### src/rtl/instr_fetch.sv
// ---------------------------------------------------------------------------
// instr_fetch
//   Instruction-fetch stage of the i281 datapath. Owns the program counter and
//   the 64-word instruction memory, presents the fetched instruction to the
//   decoder, and latches the next PC computed downstream by PC update.
//
// Ports
//   clk, rst_n   : clock, asynchronous active-low reset
//   prog_we      : memory write strobe (IDLE only)
//   prog_addr    : memory write address
//   prog_data    : memory write data
//   start        : pulse, begin execution at PC 0 (IDLE only)
//   step_mode    : 1 = pause after each issued instruction
//   step         : pulse, releases PAUSE
//   abort        : pulse, return to IDLE from any state
//   next_pc      : next PC from PC update, sampled on the issue handshake
//   instr_ready  : decoder accepts the current instruction
//   pc           : current PC (address of instr while instr_valid)
//   instr        : fetched instruction register
//   instr_valid  : instr is valid for pc (high exactly in ISSUE)
//   busy         : state is neither IDLE nor HALT
//   halted       : state is HALT
//   state_dbg    : current FSM state encoding, for checkers
//
// Handshake: instr_valid/instr_ready. While instr_valid is high, pc and instr
// are held stable; an instruction is issued on every rising edge where both
// instr_valid and instr_ready are high, and next_pc is sampled on that edge
// only. instr_valid never depends combinationally on instr_ready.
// ---------------------------------------------------------------------------
module instr_fetch #(
  parameter int PC_W    = 6,
  parameter int INSTR_W = 16,
  parameter int DEPTH   = 64   // must equal 2**PC_W
) (
  input  logic               clk,
  input  logic               rst_n,
  input  logic               prog_we,
  input  logic [PC_W-1:0]    prog_addr,
  input  logic [INSTR_W-1:0] prog_data,
  input  logic               start,
  input  logic               step_mode,
  input  logic               step,
  input  logic               abort,
  input  logic [PC_W-1:0]    next_pc,
  input  logic               instr_ready,
  output logic [PC_W-1:0]    pc,
  output logic [INSTR_W-1:0] instr,
  output logic               instr_valid,
  output logic               busy,
  output logic               halted,
  output logic [2:0]         state_dbg
);

  typedef enum logic [2:0] {
    S_IDLE  = 3'd0,
    S_FETCH = 3'd1,
    S_ISSUE = 3'd2,
    S_PAUSE = 3'd3,
    S_HALT  = 3'd4
  } state_t;

  state_t state, state_next;

  logic [INSTR_W-1:0] mem [DEPTH];

  logic handshake;
  assign handshake = (state == S_ISSUE) && instr_ready;

  // Next-state logic. abort overrides every other transition.
  always_comb begin
    state_next = state;
    case (state)
      S_IDLE:  if (start) state_next = S_FETCH;
      S_FETCH: state_next = S_ISSUE;
      S_ISSUE: begin
        if (instr_ready) begin
          if (next_pc == pc)  state_next = S_HALT;  // jump to self
          else if (step_mode) state_next = S_PAUSE;
          else                state_next = S_FETCH;
        end
      end
      S_PAUSE: if (step) state_next = S_FETCH;
      S_HALT:  state_next = S_HALT;
      default: state_next = S_IDLE;
    endcase
    if (abort) state_next = S_IDLE;
  end

  always_ff @(posedge clk or negedge rst_n) begin
    if (!rst_n) begin
      state       <= S_IDLE;
      pc          <= '0;
      instr       <= '0;
      instr_valid <= 1'b0;
    end else begin
      state <= state_next;
      // Registered so instr_valid is glitch-free and high exactly in ISSUE.
      instr_valid <= (state_next == S_ISSUE);

      if (abort) begin
        pc <= '0;
      end else if (state == S_IDLE && start) begin
        pc <= '0;
      end else if (handshake) begin
        // On a jump to self next_pc equals pc, so HALT keeps the halting address.
        pc <= next_pc;
      end

      // instr is kept across abort; only a FETCH replaces it.
      if (state == S_FETCH && !abort) begin
        instr <= mem[pc];
      end
    end
  end

  // Memory is not reset; writes are accepted only while idle.
  always_ff @(posedge clk) begin
    if (state == S_IDLE && prog_we) begin
      mem[prog_addr] <= prog_data;
    end
  end

  assign busy      = (state != S_IDLE) && (state != S_HALT);
  assign halted    = (state == S_HALT);
  assign state_dbg = state;

endmodule

### config.mk
export PLATFORM = sky130hd
export DESIGN_NAME = instr_fetch
export DESIGN_NICKNAME = d
export VERILOG_FILES = /design/src/rtl/instr_fetch.sv
export SDC_FILE = /design/constraint.sdc
export NUM_CORES = 1
export LEC_CHECK = 0
export ABC_AREA = 1
export CORE_MARGIN = 1
export CORE_UTILIZATION = 40
export CTS_CLUSTER_DIAMETER = 60
export DETAILED_ROUTE_END_ITERATION = 10
export SKIP_CTS_REPAIR_TIMING = 1
export SLEW_MARGIN = 40
export SYNTH_ARGS = -nofsm -noshare
export SYNTH_HDL_FRONTEND = slang
export SYNTH_SLANG_ARGS = --single-unit
### constraint.sdc
create_clock -name clk -period 2.2 [get_ports clk]
set_input_delay 0.66 -clock clk [delete_from_list [all_inputs] [get_ports clk]]
set_output_delay 0.66 -clock clk [all_outputs]
set_load 0.005 [all_outputs]
# == After elaboration in Yosys (flattened, before gate mapping) ==
# Memory sizes are Yosys's and may differ from the RTL's. A register that Yosys moved wholly into a read port is not among the register bits.
# Cells that the tools add are included.
# totals
out_inout_bits,28
input_bits,36
elab_cells,33
ram_bits,1024
n_memories,1
regBits,10
# classes
mux,12
n_eq_ne,7
reduce_logical,10
# memory_table
name,depth,width,rd,rd_ports_with_merged_regs,write_ports,line_no,source
mem,64,16,1,1,1,64,logic [INSTR_W-1:0] mem [DEPTH];
# op_table
op,count
$mux 6,3
$mux 3,5
$pmux 3 s5,1
$eq 3x2->1 const B,3
$eq 6x6->1,1
$reduce_bool 3->1,2
$logic_and 1x1->1,5
$eq 3x1->1 const B,1
$eq 3x3->1 const B,1
$logic_not 3->1,1
$ne 3x3->1 const B,1
$logic_not 1->1,2
$mux 1,2
$mux 2,1

# == Logic depth before layout (Yosys ltp) ==
# logic_depth
word_depth,6
depth_mapped,13
ltp_nobuf,11

# == Least setup slack after synthesis ==
# No wires, ideal clock.
# synth_timing
path_type,reg2reg
start,"register state[0], in the netlist state_dbg[0]"
end,memory mem[10][0] (enable)
path_stages_with_launch,8
t_arrival_ps,1931
setup_ps,388
setup_slack_ps,-119
period_less_slack_ps,2319
cell_sequence,dfrtp_1 -> nor2_1 -> inv_1 -> nor2_1 -> nand2_1 -> nor2_1 -> nand3_1 -> nor2_1
# synth_via
elab_chain_cells,4
# synth_lines
element,line_no,source
start: declaration,62,"state_t state, state_next;"
start signal: assignment,96,state <= state_next;
$logic_not 3->1,118,if (state == S_IDLE && prog_we) begin
$logic_and 1x1->1,118,
$mux 1,118,
$mux 1 (not written as such),119,mem[prog_addr] <= prog_data;
end: declaration,64,
# No other way between the ends.

==> impl_metrics.toml <==
[timing]
worst_pin_slew_ns = 0.5990
hold-worst-slack_ns = 0.3750
finalSetupViolCount = 20
rsz0062_at_grt = "yes"
hold_viol_final = 0
report.final.slew_viol_count = 0
timing.final.crit_share_pct = 108.5
fin_crit_ns = 2.387
finalWorstSetupSlack_ns = -0.1867
relSlewSlack_pct = 60.07
worst_clock_skew_ns = 0.02710
max_freq_mhz = 419.0

[global_route]
grt_overflow = 0
antenna_found_initial = 3
grt_max_degree = 73
first_global_vias = 27210
track_usage_pct = 23.02
grt_pass1_wl_mm = 179.2

[layout]
area_delta_synth_final_pct = 23.01
multi_input_area_sq_um = 10440
drive_above_1_share_pct = 17.14
fill_cells = 9022
final_cells = 5331
final-seq-area_sq_um = 31410
final_nets = 3884

[worst_setup_path]
crit_arrival_ns = 2.96
cp-start-kind = "flop"
r2r-start = "pc[0]"
cp_max_fo = 12
path_cells = "buf_12 -> clkinv_16 -> buf_12 -> buf_12 -> nand2_1 -> nand3_1 -> nand3_1 -> nand3_1 -> nand2_1 -> nand2_1 -> nand3_1 -> nand2_1 -> nand2_1 -> nand2_1"
slowest_stage = "dfrtp_4"
worst_ep_required_time_ns = 2.77
critPathBufInv = 4
crit_path_start = "pc[0]"
rrSetupSlack_ns = -0.19
cp_common_cell = "nand2_1"
cp.depth = 14
criticalPathCategory = "flop to flop"
cp-endpoint = "instr[13]"
path_delay_family = "simple AND/OR/NAND/NOR gates"
worstReg2RegEnd = "instr[13]"
rr_worst_depth = 14
endpoint_kind = "flop"
slowest_delay_ns = 0.45

[route]
drtAntennaViolNets = 0
firstDrtPassIters = 7
vias = 29230
drc = 0
avgViaCountPerCell = 5.484
detail_route.wirelength_mm = 130.8
drtIter0Drc = 3564
post_drt_wl_per_cell_um = 24.53

[yosys]
synthSimpleGateAreaFrac_pct = 22.82
syn_nets = 3622
synth_area_leaders = "edfxtp_1 (72%), nand3_1 (11%), nand2_1 (11%)"
synth_warnings = 0
ys_seq_area_share_pct = 73.99
avgSynthCellArea_sq_um = 11.84
netlist_area_sq_um = 42440
synth_mux_area_share_pct = 0
synth_compound_area_share_pct = 0.2211
synth_cells = 3586
synth_xor_area_share_pct = 0
synth_top_family_by_area = "simple AND/OR/NAND/NOR gates"
ys_ff_latch = 1050
synthAdderAreaFrac_pct = 0
synth_cell_types = 19
synth_top_cell_by_area = "edfxtp_1"
synth_top_area_share_pct = 72.45

[run_status]
violations = "setup timing"
status = "finished with violations"

[floorplan]
dieArea_sq_um = 107400
initial_core_util_pct = 40.32
io_pins = 64
fp.dieW_um = 327.7
design.core.area_sq_um = 105300
row_count = 119
die_h_um = 327.7

[hold_path]
hold_path.class = "primary input to async pin"

[clock_tree]
insertion_delay_ns = 0.68
htreeDepth = 3
cts.clk_slew.worst_paths_ns = 0.06
cts_root_buf = "clkbuf_16"
cts_max_path_buffers = 3
cts_tree = "done"
cts.sinks = 1050
numCtsBuffers = 108

[placed_design]
hpwl_mm = 75.70
io_buffers = 63
dpl.cell_count = 5079
gp_congestion = 0.8931
place_ws_ns = -0.4958

[power_and_ir_drop]
powerDensity_nw_per_um2 = 824.1
peakVddDrop_uv = 574.0
power_leakage_nw = 18.98
finalPower_mw = 43.02

[run]
drv_cap = 0
==> synthesized netlist by cell type <==
master	instances
nand3_1	941
nor4_1	1
clkinv_1	1
buf_2	140
inv_2	2
buf_1	17
inv_1	25
a31oi_1	1
nor2_1	75
clkbuf_1	32
dfrtp_1	26
nor3_1	2
a21oi_1	8
a22oi_1	1
buf_4	36
edfxtp_1	1024
o21ai_0	8
nand4_1	1
nand2_1	1245
==> area by class of cell <==
| cell class | instances | share of cell area (%) |
|---|---|---|
| flip-flops and latches | 1050 | 60.17 |
| multi-input cells | 2283 | 20.00 |
| repair buffers | 376 | 9.350 |
| clock buffers | 126 | 5.469 |
| well taps | 1391 | 3.334 |
| clock inverters | 75 | 1.369 |
| inverters | 28 | 0.2804 |
| repair inverters | 1 | 0.02157 |
| diodes | 1 | 0.004793 |
==> worst reg2reg max path, delay by kind of cell (launching register included) <==
family | cells | cell delay [ns]
simple gates | 10 | 1.16
flops | 1 | 0.45
buf+inv | 4 | 0.67
==> cells by family after synthesis <==
group | count (synthesis)
simple gates | 2265
flops | 1050
buf+inv | 253
compound gates | 18
==> metrics by stage <==
step / setup TNS (ns) / utilization [%] / cell area (sq um)
floorplan: -78.53 / - / 42490
global placement: -435.56 / 44.72 / 47080
detailed placement: -401.77 / 44.72 / 47080
CTS: -47.52 / 48.11 / 50650
global route: -6.301 / 49.59 / 52200
finish: -1.357 / 49.59 / 52210
==> power by group <==
part / internal (mW) / leakage, nW / switching, mW
registers: 22.1 / 9.54 / 0.0804
clock network: 10.6 / 1.74 / 7.85
logic: 0.786 / 7.70 / 1.60
total: 33.5 / 19.0 / 9.53
==> sequential cells by signal (all words and copies together) (netlist names) <==
register and cells:
instr_valid 1, instr 16, mem 1024, pc 6
state_dbg 3
==> worst min path at each step <==
stage	start	end	depth (start not counted)
after floorplan	rst_n	instr[0]	0
after global placement	instr[3]	instr[3]	2
after detailed placement	instr[3]	instr[3]	2
after CTS	rst_n	state_dbg[0]	2
after global routing	rst_n	pc[1]	2
final	rst_n	pc[1]	2
==> cells in the final DEF, fill, tap and decap left out, types with 14 or more instances in the layout <==
master and count:
buf_12 108, buf_2 18, buf_4 149, buf_6 26, clkbuf_1 14, clkbuf_16 129
clkdlybuf4s50_1 34, clkinv_1 17, clkinv_2 28, dfrtp_1 21, edfxtp_1 1024, inv_1 22
nand2_1 1219, nand2_2 26, nand3_1 854, nand3_2 84, nor2_1 29, nor2_2 43
==> metal layers <==
metal  global-route usage (%)  wire length [um]  share of wire [%]  vias to the layer above
met4                    7.375              3859                3.0                        6
met2                    37.34             61930                 47                     1398
li1                         -                 -                  -                    13200
met3                    3.913             12100                9.2                      215
met5                        0                37              0.028                        -
met1                    31.55             52850                 40                    14410
No activity file was read; power rests on OpenSTA's default activity.
